===== config.mk =====
export PLATFORM = sky130hd
export DESIGN_NAME = seg14_capture_flat
export DESIGN_NICKNAME = d
export VERILOG_FILES = /design/src/rtl/seg14_pkg.sv /design/src/rtl/seg14_capture_if.sv /design/src/rtl/seg14_lut.sv /design/src/rtl/seg14_capture.sv /design/src/flat_wrapper.sv
export SDC_FILE = /design/constraint.sdc
export NUM_CORES = 1
export LEC_CHECK = 0
export CORE_UTILIZATION = 53
export DETAILED_ROUTE_END_ITERATION = 16
export GPL_ROUTABILITY_DRIVEN = 0
export PLACE_DENSITY = 0.79
export RECOVER_POWER = 25
export SYNTH_ARGS = -nofsm -noshare
export SYNTH_HDL_FRONTEND = slang
export SYNTH_SLANG_ARGS = --single-unit

===== constraint.sdc =====
create_clock -name clk -period 3.2 [get_ports clk]
set_clock_uncertainty 0.1 [all_clocks]
set_input_delay 0.32 -clock clk [delete_from_list [all_inputs] [get_ports clk]]
set_output_delay 0.32 -clock clk [all_outputs]
set_load 0.005 [all_outputs]

===== src/rtl/seg14_pkg.sv =====
// seg14_pkg: shared constants and types for the 14-segment capture monitor.
//   SEG_W        width of the segment bus (14 segments + decimal point)
//   PAT_*        active-low segment patterns recognised by the decoder
//   CODE_BLANK   code reported for an all-off (blank) digit
//   state_e      stabilisation FSM states
//   onehot_idx   active-low digit select -> {valid, index}
package seg14_pkg;

    localparam int unsigned SEG_W = 15;

    localparam logic [SEG_W-1:0] PAT_0     = 15'h01FF;
    localparam logic [SEG_W-1:0] PAT_1     = 15'h7FDB;
    localparam logic [SEG_W-1:0] PAT_2     = 15'h127F;
    localparam logic [SEG_W-1:0] PAT_3     = 15'h067F;
    localparam logic [SEG_W-1:0] PAT_4     = 15'h4C7F;
    localparam logic [SEG_W-1:0] PAT_5     = 15'h247F;
    localparam logic [SEG_W-1:0] PAT_6     = 15'h207F;
    localparam logic [SEG_W-1:0] PAT_7     = 15'h0FFF;
    localparam logic [SEG_W-1:0] PAT_8     = 15'h007F;
    localparam logic [SEG_W-1:0] PAT_9     = 15'h047F;
    localparam logic [SEG_W-1:0] PAT_A     = 15'h087F;
    localparam logic [SEG_W-1:0] PAT_P     = 15'h187F;
    localparam logic [SEG_W-1:0] PAT_M     = 15'h49AF;
    localparam logic [SEG_W-1:0] PAT_BLANK = 15'h7FFF;

    localparam logic [3:0] CODE_BLANK = 4'hF;

    typedef enum logic [1:0] {
        IDLE,
        COUNT,
        HELD
    } state_e;

    typedef struct packed {
        logic       valid;
        logic [2:0] idx;
    } sel_t;

    // Select is padded to 8 bits with inactive (high) lines by the caller.
    function automatic sel_t onehot_idx(input logic [7:0] sel_n);
        sel_t        r;
        int unsigned lows;
        r.valid = 1'b0;
        r.idx   = 3'd0;
        lows    = 0;
        for (int i = 0; i < 8; i++) begin
            if (!sel_n[i]) begin
                lows++;
                r.idx = 3'(i);
            end
        end
        r.valid = (lows == 1);
        return r;
    endfunction

endpackage


===== src/rtl/seg14_capture_if.sv =====
// seg14_capture_if: display bus and result signals of the capture monitor.
//   seg_in, dig_sel, err_clr          display bus / control into the monitor
//   bcd_out, digit_valid              committed codes and per-digit valid
//   upd_pulse, upd_idx                commit strobe and digit index
//   err_pulse, err_flag, err_cnt      illegal-pattern strobe, sticky flag, count
// Modports: master drives the bus (display side / bench), slave is the monitor.
interface seg14_capture_if #(
    parameter int unsigned DIGITS = 4
);
    import seg14_pkg::*;

    logic [SEG_W-1:0]    seg_in;
    logic [DIGITS-1:0]   dig_sel;
    logic                err_clr;
    logic [4*DIGITS-1:0] bcd_out;
    logic [DIGITS-1:0]   digit_valid;
    logic                upd_pulse;
    logic [2:0]          upd_idx;
    logic                err_pulse;
    logic                err_flag;
    logic [7:0]          err_cnt;

    modport master (
        output seg_in, dig_sel, err_clr,
        input  bcd_out, digit_valid, upd_pulse, upd_idx, err_pulse, err_flag, err_cnt
    );

    modport slave (
        input  seg_in, dig_sel, err_clr,
        output bcd_out, digit_valid, upd_pulse, upd_idx, err_pulse, err_flag, err_cnt
    );

endinterface


===== src/rtl/seg14_lut.sv =====
// seg14_lut: combinational reverse decoder, 14-segment pattern -> 4-bit code.
//   pattern  in   active-low segment pattern
//   legal    out  1 when the pattern is in the table (blank counts as legal)
//   code     out  decoded code, CODE_BLANK when illegal
module seg14_lut
    import seg14_pkg::*;
(
    input  logic [SEG_W-1:0] pattern,
    output logic             legal,
    output logic [3:0]       code
);

    always_comb begin
        legal = 1'b1;
        code  = CODE_BLANK;
        case (pattern)
            PAT_0:     code = 4'd0;
            PAT_1:     code = 4'd1;
            PAT_2:     code = 4'd2;
            PAT_3:     code = 4'd3;
            PAT_4:     code = 4'd4;
            PAT_5:     code = 4'd5;
            PAT_6:     code = 4'd6;
            PAT_7:     code = 4'd7;
            PAT_8:     code = 4'd8;
            PAT_9:     code = 4'd9;
            PAT_A:     code = 4'd10;
            PAT_P:     code = 4'd11;
            PAT_M:     code = 4'd12;
            PAT_BLANK: code = CODE_BLANK;
            default:   legal = 1'b0;
        endcase
    end

endmodule


===== src/rtl/seg14_capture.sv =====
// seg14_capture: loopback monitor for a multiplexed active-low 14-segment display.
// Samples the bus, waits until a digit's pattern has been stable for STABLE_CYCLES
// samples, decodes it and stores one code per digit.
//   clk, rst_n   clock and asynchronous active-low reset
//   bus          seg14_capture_if.slave (display bus in, codes/strobes/errors out)
// Parameters: DIGITS (2..8), STABLE_CYCLES (2..255).
// Build option: define SEG14_ERRCNT_EN to enable the saturating err_cnt counter;
// otherwise err_cnt reads 8'h00.
module seg14_capture
    import seg14_pkg::*;
#(
    parameter int unsigned DIGITS        = 4,
    parameter int unsigned STABLE_CYCLES = 4
) (
    input logic           clk,
    input logic           rst_n,
    seg14_capture_if.slave bus
);

    localparam logic [7:0] CNT_LAST = 8'(STABLE_CYCLES - 1);

    // Input sample (s_q) and its previous value (s_p).
    logic [SEG_W-1:0]  seg_q, seg_p;
    logic [DIGITS-1:0] dig_q, dig_p;

    always_ff @(posedge clk or negedge rst_n) begin
        if (!rst_n) begin
            seg_q <= '1;
            seg_p <= '1;
            dig_q <= '1;
            dig_p <= '1;
        end else begin
            seg_q <= bus.seg_in;
            seg_p <= seg_q;
            dig_q <= bus.dig_sel;
            dig_p <= dig_q;
        end
    end

    logic       changed;
    logic [7:0] sel_pad;
    sel_t       sel;

    assign changed = (seg_q != seg_p) || (dig_q != dig_p);

    always_comb begin
        sel_pad               = '1;
        sel_pad[DIGITS-1:0]   = dig_q;
    end

    assign sel = onehot_idx(sel_pad);

    logic       lut_legal;
    logic [3:0] lut_code;

    seg14_lut u_lut (
        .pattern (seg_q),
        .legal   (lut_legal),
        .code    (lut_code)
    );

    // Stabilisation FSM: state register.
    state_e     state_q, state_d;
    logic [7:0] cnt_q, cnt_d;

    always_ff @(posedge clk or negedge rst_n) begin
        if (!rst_n) begin
            state_q <= IDLE;
            cnt_q   <= 8'd0;
        end else begin
            state_q <= state_d;
            cnt_q   <= cnt_d;
        end
    end

    // Next-state logic. cnt counts identical samples seen so far for the current pattern.
    always_comb begin
        state_d = state_q;
        cnt_d   = cnt_q;
        unique case (state_q)
            IDLE: begin
                if (sel.valid) begin
                    state_d = COUNT;
                    cnt_d   = 8'd1;
                end
            end
            COUNT: begin
                if (changed) begin
                    cnt_d   = 8'd1;
                    state_d = sel.valid ? COUNT : IDLE;
                end else if (cnt_q == CNT_LAST) begin
                    state_d = HELD;
                end else begin
                    cnt_d = cnt_q + 8'd1;
                end
            end
            HELD: begin
                if (changed) begin
                    cnt_d   = 8'd1;
                    state_d = sel.valid ? COUNT : IDLE;
                end
            end
            default: begin
                state_d = IDLE;
                cnt_d   = 8'd0;
            end
        endcase
    end

    // Output logic: commit decision and next values of the result registers.
    logic                commit, commit_ok, commit_bad;
    logic [4*DIGITS-1:0] bcd_q, bcd_d;
    logic [DIGITS-1:0]   valid_q, valid_d;
    logic                err_flag_q, err_flag_d;

    always_comb begin
        commit     = (state_q == COUNT) && !changed && (cnt_q == CNT_LAST);
        commit_ok  = commit && lut_legal;
        commit_bad = commit && !lut_legal;
        bcd_d      = bcd_q;
        valid_d    = valid_q;
        for (int i = 0; i < int'(DIGITS); i++) begin
            if (commit_ok && (sel.idx == 3'(i))) begin
                bcd_d[4*i +: 4] = lut_code;
                valid_d[i]      = 1'b1;
            end
        end
        // Set has priority over a simultaneous clear.
        err_flag_d = commit_bad ? 1'b1 : (bus.err_clr ? 1'b0 : err_flag_q);
    end

    logic       upd_pulse_q, err_pulse_q;
    logic [2:0] upd_idx_q;

    always_ff @(posedge clk or negedge rst_n) begin
        if (!rst_n) begin
            bcd_q       <= '1;
            valid_q     <= '0;
            upd_pulse_q <= 1'b0;
            upd_idx_q   <= 3'd0;
            err_pulse_q <= 1'b0;
            err_flag_q  <= 1'b0;
        end else begin
            bcd_q       <= bcd_d;
            valid_q     <= valid_d;
            upd_pulse_q <= commit_ok;
            err_pulse_q <= commit_bad;
            err_flag_q  <= err_flag_d;
            if (commit_ok) begin
                upd_idx_q <= sel.idx;
            end
        end
    end

`ifdef SEG14_ERRCNT_EN
    logic [7:0] err_cnt_q, err_cnt_d;

    // Clear first, then count, so a clear coinciding with an error leaves 1.
    always_comb begin
        err_cnt_d = err_cnt_q;
        if (bus.err_clr) begin
            err_cnt_d = 8'h00;
        end
        if (commit_bad && (err_cnt_d != 8'hFF)) begin
            err_cnt_d = err_cnt_d + 8'd1;
        end
    end

    always_ff @(posedge clk or negedge rst_n) begin
        if (!rst_n) begin
            err_cnt_q <= 8'h00;
        end else begin
            err_cnt_q <= err_cnt_d;
        end
    end

    assign bus.err_cnt = err_cnt_q;
`else
    assign bus.err_cnt = 8'h00;
`endif

    assign bus.bcd_out     = bcd_q;
    assign bus.digit_valid = valid_q;
    assign bus.upd_pulse   = upd_pulse_q;
    assign bus.upd_idx     = upd_idx_q;
    assign bus.err_pulse   = err_pulse_q;
    assign bus.err_flag    = err_flag_q;

endmodule


===== src/flat_wrapper.sv =====
// flat-port wrapper written by rule: the top's interface ports become plain ports
module seg14_capture_flat import seg14_pkg::*;
#(
    parameter int unsigned DIGITS        = 4,
    parameter int unsigned STABLE_CYCLES = 4
)
  (clk, rst_n, bus_seg_in, bus_dig_sel, bus_err_clr, bus_bcd_out, bus_digit_valid, bus_upd_pulse, bus_upd_idx, bus_err_pulse, bus_err_flag, bus_err_cnt);
  seg14_capture_if #(.DIGITS(DIGITS)) bus_i ();
  input logic clk;
  input logic rst_n;
  input wire logic [$bits(bus_i.seg_in)-1:0] bus_seg_in;
  input wire logic [$bits(bus_i.dig_sel)-1:0] bus_dig_sel;
  input wire logic [$bits(bus_i.err_clr)-1:0] bus_err_clr;
  output wire logic [$bits(bus_i.bcd_out)-1:0] bus_bcd_out;
  output wire logic [$bits(bus_i.digit_valid)-1:0] bus_digit_valid;
  output wire logic [$bits(bus_i.upd_pulse)-1:0] bus_upd_pulse;
  output wire logic [$bits(bus_i.upd_idx)-1:0] bus_upd_idx;
  output wire logic [$bits(bus_i.err_pulse)-1:0] bus_err_pulse;
  output wire logic [$bits(bus_i.err_flag)-1:0] bus_err_flag;
  output wire logic [$bits(bus_i.err_cnt)-1:0] bus_err_cnt;
  assign bus_i.seg_in = bus_seg_in;
  assign bus_i.dig_sel = bus_dig_sel;
  assign bus_i.err_clr = bus_err_clr;
  assign bus_bcd_out = bus_i.bcd_out;
  assign bus_digit_valid = bus_i.digit_valid;
  assign bus_upd_pulse = bus_i.upd_pulse;
  assign bus_upd_idx = bus_i.upd_idx;
  assign bus_err_pulse = bus_i.err_pulse;
  assign bus_err_flag = bus_i.err_flag;
  assign bus_err_cnt = bus_i.err_cnt;
  seg14_capture #(.DIGITS(DIGITS), .STABLE_CYCLES(STABLE_CYCLES)) u_core (.clk(clk), .rst_n(rst_n), .bus(bus_i));
endmodule

**After elaboration in Yosys (flattened, before gate mapping)**

Cells that the tools add are included.

- Muxes and demuxes: 22
- Reduce and logical (&&, ||, !) cells: 17
- Add/sub/neg operators: 4
- Equal/unequal tests: 27

Operators by type and width:

| operator | number |
|---|---|
| two-way mux 32 bit | 3 |
| adder 32 x 1 -> 32 bit (second input constant) | 2 |
| == test 15 bit (second input constant) | 4 |
| case mux 4 bit (13 select lines) | 1 |
| == test 32 x 1 -> 1 bit (second input constant) | 1 |
| two-way mux 8 bit | 4 |
| == test 15 x 11 -> 1 bit (second input constant) | 2 |
| == test 15 x 12 -> 1 bit (second input constant) | 2 |
| == test 15 x 13 -> 1 bit (second input constant) | 2 |
| == test 15 x 14 -> 1 bit (second input constant) | 2 |
| case mux 8 bit (3 select lines) | 1 |
| == test 15 x 7 -> 1 bit (second input constant) | 1 |
| == test 15 x 9 -> 1 bit (second input constant) | 1 |
| inequality test 15 bit | 1 |
| OR reduction 14 bit | 1 |
| two-way mux 2 bit | 6 |
| adder 8 x 1 -> 8 bit (second input constant) | 1 |
| == test 8 x 2 -> 1 bit (second input constant) | 1 |
| logical AND 1 bit | 8 |
| == test 2 bit (second input constant) | 3 |
| two-way mux 1 bit | 6 |
| case mux 2 bit (3 select lines) | 1 |
| AND reduction 3 bit | 2 |
| == test 2 x 1 -> 1 bit (second input constant) | 2 |
| other kinds (10) | 12 |

- Logic and storage cells: 88
- Output and inout bits: 34
- Flip-flop bits (word level): 74

**Longest topological paths before layout**

- Word-level depth: 11
- Mapped depth: 10
- Gate-level depth less buffers: 10

**By module**

A second synthesis with hierarchy kept.

- Cells, all modules: 275
- Area total of the unflattened synthesis: 3,360.7 um^2

Modules (own cells, without submodules):

| module | cells an instance | seq. area each (um^2) | instances | area each (um^2) |
|---|---|---|---|---|
| seg14_capture | 215 | 1,894.3 | 1 | 2,954.1 |
| seg14_lut | 60 | 0.0 | 1 | 406.6 |

**Least setup slack after synthesis**

OpenSTA, ideal clock, no wires.

- Path type: reg2reg
- From: register u_core.dig_q[1]
- To: register u_core.cnt_q[4]
- Period minus slack after synthesis: 2.581 ns
- Cell stages (with the launch flop): 10
- Arrival: 2.404 ns
- Path buffers: 0
- Setup slack: 0.619 ns
- Setup time: 0.077 ns
- Path through: dfstp_2 inv_1 ha_1 xnor2_1 ha_1 nor3_1 a2bb2oi_1 a32o_1 or3_1 a21oi_1

- Word-level cells in the longest chain between the ends: 8

Ends and longest elaborated chain:

| item | RTL line | RTL |
|---|---|---|
| start: declaration | seg14_capture.sv:24 | `logic [DIGITS-1:0] dig_q, dig_p;` |
| start signal: assignment | seg14_capture.sv:35 | `dig_q <= bus.dig_sel;` |
| two-way mux 32 bit | seg14_pkg.sv:47 | `if (!sel_n[i]) begin` |
| adder 32 x 1 -> 32 bit | seg14_pkg.sv:48 | `lows++;` |
| two-way mux 32 bit | seg14_pkg.sv:47 |  |
| adder 32 x 1 -> 32 bit | seg14_pkg.sv:48 |  |
| two-way mux 32 bit | seg14_pkg.sv:47 |  |
| == test 32 x 1 -> 1 bit | seg14_pkg.sv:52 | `r.valid = (lows == 1);` |
| inequality test 2 x 1 -> 1 bit (no source line) | -- |  |
| AND reduction 3 bit (no source line) | -- |  |
| end signal: assignment | seg14_capture.sv:72 | `cnt_q <= cnt_d;` |
| end: declaration | seg14_capture.sv:64 | `logic [7:0] cnt_q, cnt_d;` |

Parallel ways exist; a longest one is shown, timed or not.
A chain may end at the register's enable or synchronous reset.

**Worst setup path after layout**

Same ends and word-level chain as after synthesis.

==> results.toml <==
[cts]
ctsResizeCount = 0
numCtsBuffers = 9
worstSkewPairLatency_ns = 0.34
clk_pin_slew_worst_paths_ns = 0.08
root_buffer = "clkbuf_8"
clock_sinks = 73
cts_tree = "built"
postCtsHoldBufs = 0
cts.path.max_buffers = 2
cts_setup_buffers = 0
cts.htree.levels = 3

[sta]
finalCriticalPeriod_ns = 2.81
rsz0062_at_grt = "false"
fin_crit_sh = 0.878
max_freq_ghz = 0.356
setup_viol = 0
tightest_slew_ns = 1.76
hold_viol = 0
maxSlewHeadroom = -0.173
drv_slew = 35
worst_slack_ns = 0.391
tns_ns = 0

[worst_setup_path]
path_cells = "inv_1, ha_1, xnor2_1, ha_1, nor3_1, a2bb2oi_1, a32o_1, or3_1, a21oi_1"
path_class = "flop to flop"
cp.arrival_ns = 2.99
endpoint_kind = "flop"
cpMaxStageDelayCell = "dfstp_2"
cp_top_family = "compound AO/OA/AOI/OAI gates"
required_ns = 3.38
cp_num_buf_inv = 1
critPathMostFrequentCell = "ha_1"
cpPeakStageDelay_ns = 0.58
path_max_fanout = 7
start_kind = "flop"

[synthesis]
yosysWarnings = 0
synth_cell_type_count = 61
synth_async_sr_flop_share = 1.00
synth_edf_count = 0
seq_area_frac_synth = 0.539
synth_flop_cell = "dfstp_2"
synthesis.area_um2 = 3520
synth_cells = 312
synth.avg_cell_area_um2 = 11.3
ys_ff_latch = 73

[power_and_ir_drop]
p_int_uw = 1400
swShare = 0.252
power_frac_seq = 0.538
p_clk_frac = 0.389
power_frac_comb = 0.072
power.leakage_uw = 0.00166
p_per_area_nw_per_um2 = 445
peakVddDrop_mv = 0.355
power_switching_uw = 472

[die]
boundaryPins = 56
fp.dieW_um = 83.5
die_h_um = 83.5
initial_core_util = 0.551
core-area_um2 = 6390
dieArea_um2 = 6970
fp-row-count = 29

[grt]
grt_use_total = 0.226
grt_pass1_wl_um = 12300
met3_usage = 0.0495
met2_usage = 0.379
globalRouteMet1Util = 0.285
grt_start_max_net_pins = 40
antenna_found_initial = 0
grt_overflow = 0
first_global_vias = 2564
busiest_layer = "met2"

[run_status]
violations = "capacitance limit, slew limit"
status = "complete, but fails checks"

[cells_and_area]
nets = 388
diodes = 0
fillers = 488
syn2layout_area_growth_pct = 19.6
instances_no_fill = 444
layout_common_cells = "54 x dfstp_2, 26 x clkdlybuf4s50_1, 22 x xnor2_1"
layout-drive-gt1-share = 0.253
final_common_cell = "dfstp_2"

[placed_design]
pre_cts_ws_ns = 0.403
dp_cells = 428
hpwl_um = 5120
portBuffers = 46

[routing]
drtIter0Drc = 156
vias = 2565
wl_per_cell_um = 15.8
via_per_inst = 5.78
drcViolationCount = 0
first_pass_iters = 5
ant_nets = 0
wl_um = 7010

[run]
max_cap_viol_count = 1

[hold_path]
worstHoldPathType = "flop to flop"
[path summary, 6_finish.rpt]
| check | cells past startpoint | end | start | slack [ns] |
|---|---|---|---|---|
| max | 9 | u_core.cnt_q[4]$_DFFE_PN0P_ | u_core.dig_q[1]$_DFF_PN1_ | 0.39 |
| min | 0 | u_core.seg_p[0]$_DFF_PN1_ | u_core.seg_q[0]$_DFF_PN1_ | 0.29 |
| max reg2reg | 9 | u_core.cnt_q[4]$_DFFE_PN0P_ | u_core.dig_q[1]$_DFF_PN1_ | 0.39 |
| min reg2reg | 0 | u_core.seg_p[0]$_DFF_PN1_ | u_core.seg_q[0]$_DFF_PN1_ | 0.29 |
| max in group asynchronous | 2 | u_core.bus.bcd_out[7]$_DFFE_PN1P_ | rst_n | 1.65 |
| min in group asynchronous | 1 | u_core.dig_p[0]$_DFF_PN1_ | rst_n | 0.97 |
[cell usage after synthesis, types with 5 or more instances]
| master | number | area [um^2] |
|---|---|---|
| and3_1 | 8 | 50.1 |
| nand3_1 | 13 | 65.1 |
| nand2b_1 | 5 | 31.3 |
| a31oi_1 | 11 | 68.8 |
| inv_1 | 10 | 37.5 |
| nand4_1 | 5 | 31.3 |
| xnor2_1 | 22 | 193 |
| dfrtp_1 | 19 | 475 |
| a21oi_1 | 18 | 90.1 |
| buf_4 | 11 | 82.6 |
| o21ai_0 | 11 | 55.1 |
| nand2_1 | 15 | 56.3 |
| nor2_1 | 17 | 63.8 |
| nor3_1 | 6 | 30.0 |
| dfstp_2 | 54 | 1420 |
[layout make-up]
| cell class | instances | area (um^2) | area share |
|---|---|---|---|
| inverter | 10 | 37.5 | 0.00893 |
| multi-input combinational | 217 | 1470 | 0.350 |
| timing repair buffer | 51 | 504 | 0.120 |
| clock buffer | 9 | 124 | 0.0295 |
| tap | 77 | 96.3 | 0.0229 |
| sequential | 73 | 1890 | 0.450 |
| clock inverter | 7 | 77.6 | 0.0184 |
[power by group through the flow]
stage               clock network, uW  registers [uW]  logic (uW)
floorplan                           0            1000         103
global placement                    0            1020         136
detailed placement                  0            1020         141
CTS                               757            1010         141
global route                      794            1010         153
finish                            729            1010         135
[flip-flops by register name (all words and copies together) (netlist names)]
| register | flops |
|---|---|
| u_core.state_q | 2 |
| u_core.bus.bcd_out | 16 |
| u_core.bus.upd_idx | 2 |
| u_core.dig_p | 4 |
| u_core.cnt_q | 8 |
| u_core.bus.digit_valid | 4 |
| u_core.bus.upd_pulse | 1 |
| u_core.dig_q | 4 |
| u_core.seg_q | 15 |
| u_core.seg_p | 15 |
| u_core.bus.err_pulse | 1 |
| u_core.bus.err_flag | 1 |
[cell families (layout without fill, tap and decap cells)]
group | after synthesis | after routing | synth area share
multiplexers | 7 | 7 | 0.0231
AND/OR/NAND/NOR | 108 | 108 | 0.185
flip-flops | 73 | 73 | 0.539
AO/OA/AOI/OAI | 62 | 62 | 0.114
other | 1 | 9 | 0.00107
buffers and inverters | 30 | 77 | 0.0516
adder cells (fa/ha/maj) | 5 | 5 | 0.0171
XOR/XNOR | 26 | 26 | 0.0690
[layer usage]
metal  part of all wire  vias to the layer above
li1                   -                     1201
met1               0.43                     1269
met2               0.51                       79
met3              0.040                       16
met4              0.020                        0
met5                  0                        -
[metrics by stage]
| step | hold slack (ns) | cell area (um^2) | total power [uW] | utilization |
|---|---|---|---|---|
| after floorplan | -0.0756 | 3550 | 1110 | - |
| after global placement | 0.281 | 4010 | 1160 | 0.627 |
| after detailed placement | 0.283 | 4010 | 1160 | 0.627 |
| after CTS | 0.252 | 4210 | 1910 | 0.659 |
| after global routing | 0.295 | 4210 | 1960 | 0.659 |
| final | 0.290 | 4210 | 1870 | 0.659 |
[worst register-to-register path, stage by stage, from the launching register on]
cell,delay (ns)
dfstp_2,0.58
inv_1,0.07
ha_1,0.30
xnor2_1,0.27
ha_1,0.28
nor3_1,0.18
a2bb2oi_1,0.19
a32o_1,0.29
or3_1,0.34
a21oi_1,0.14
Note: power is estimated with default switching activity, not from simulation.
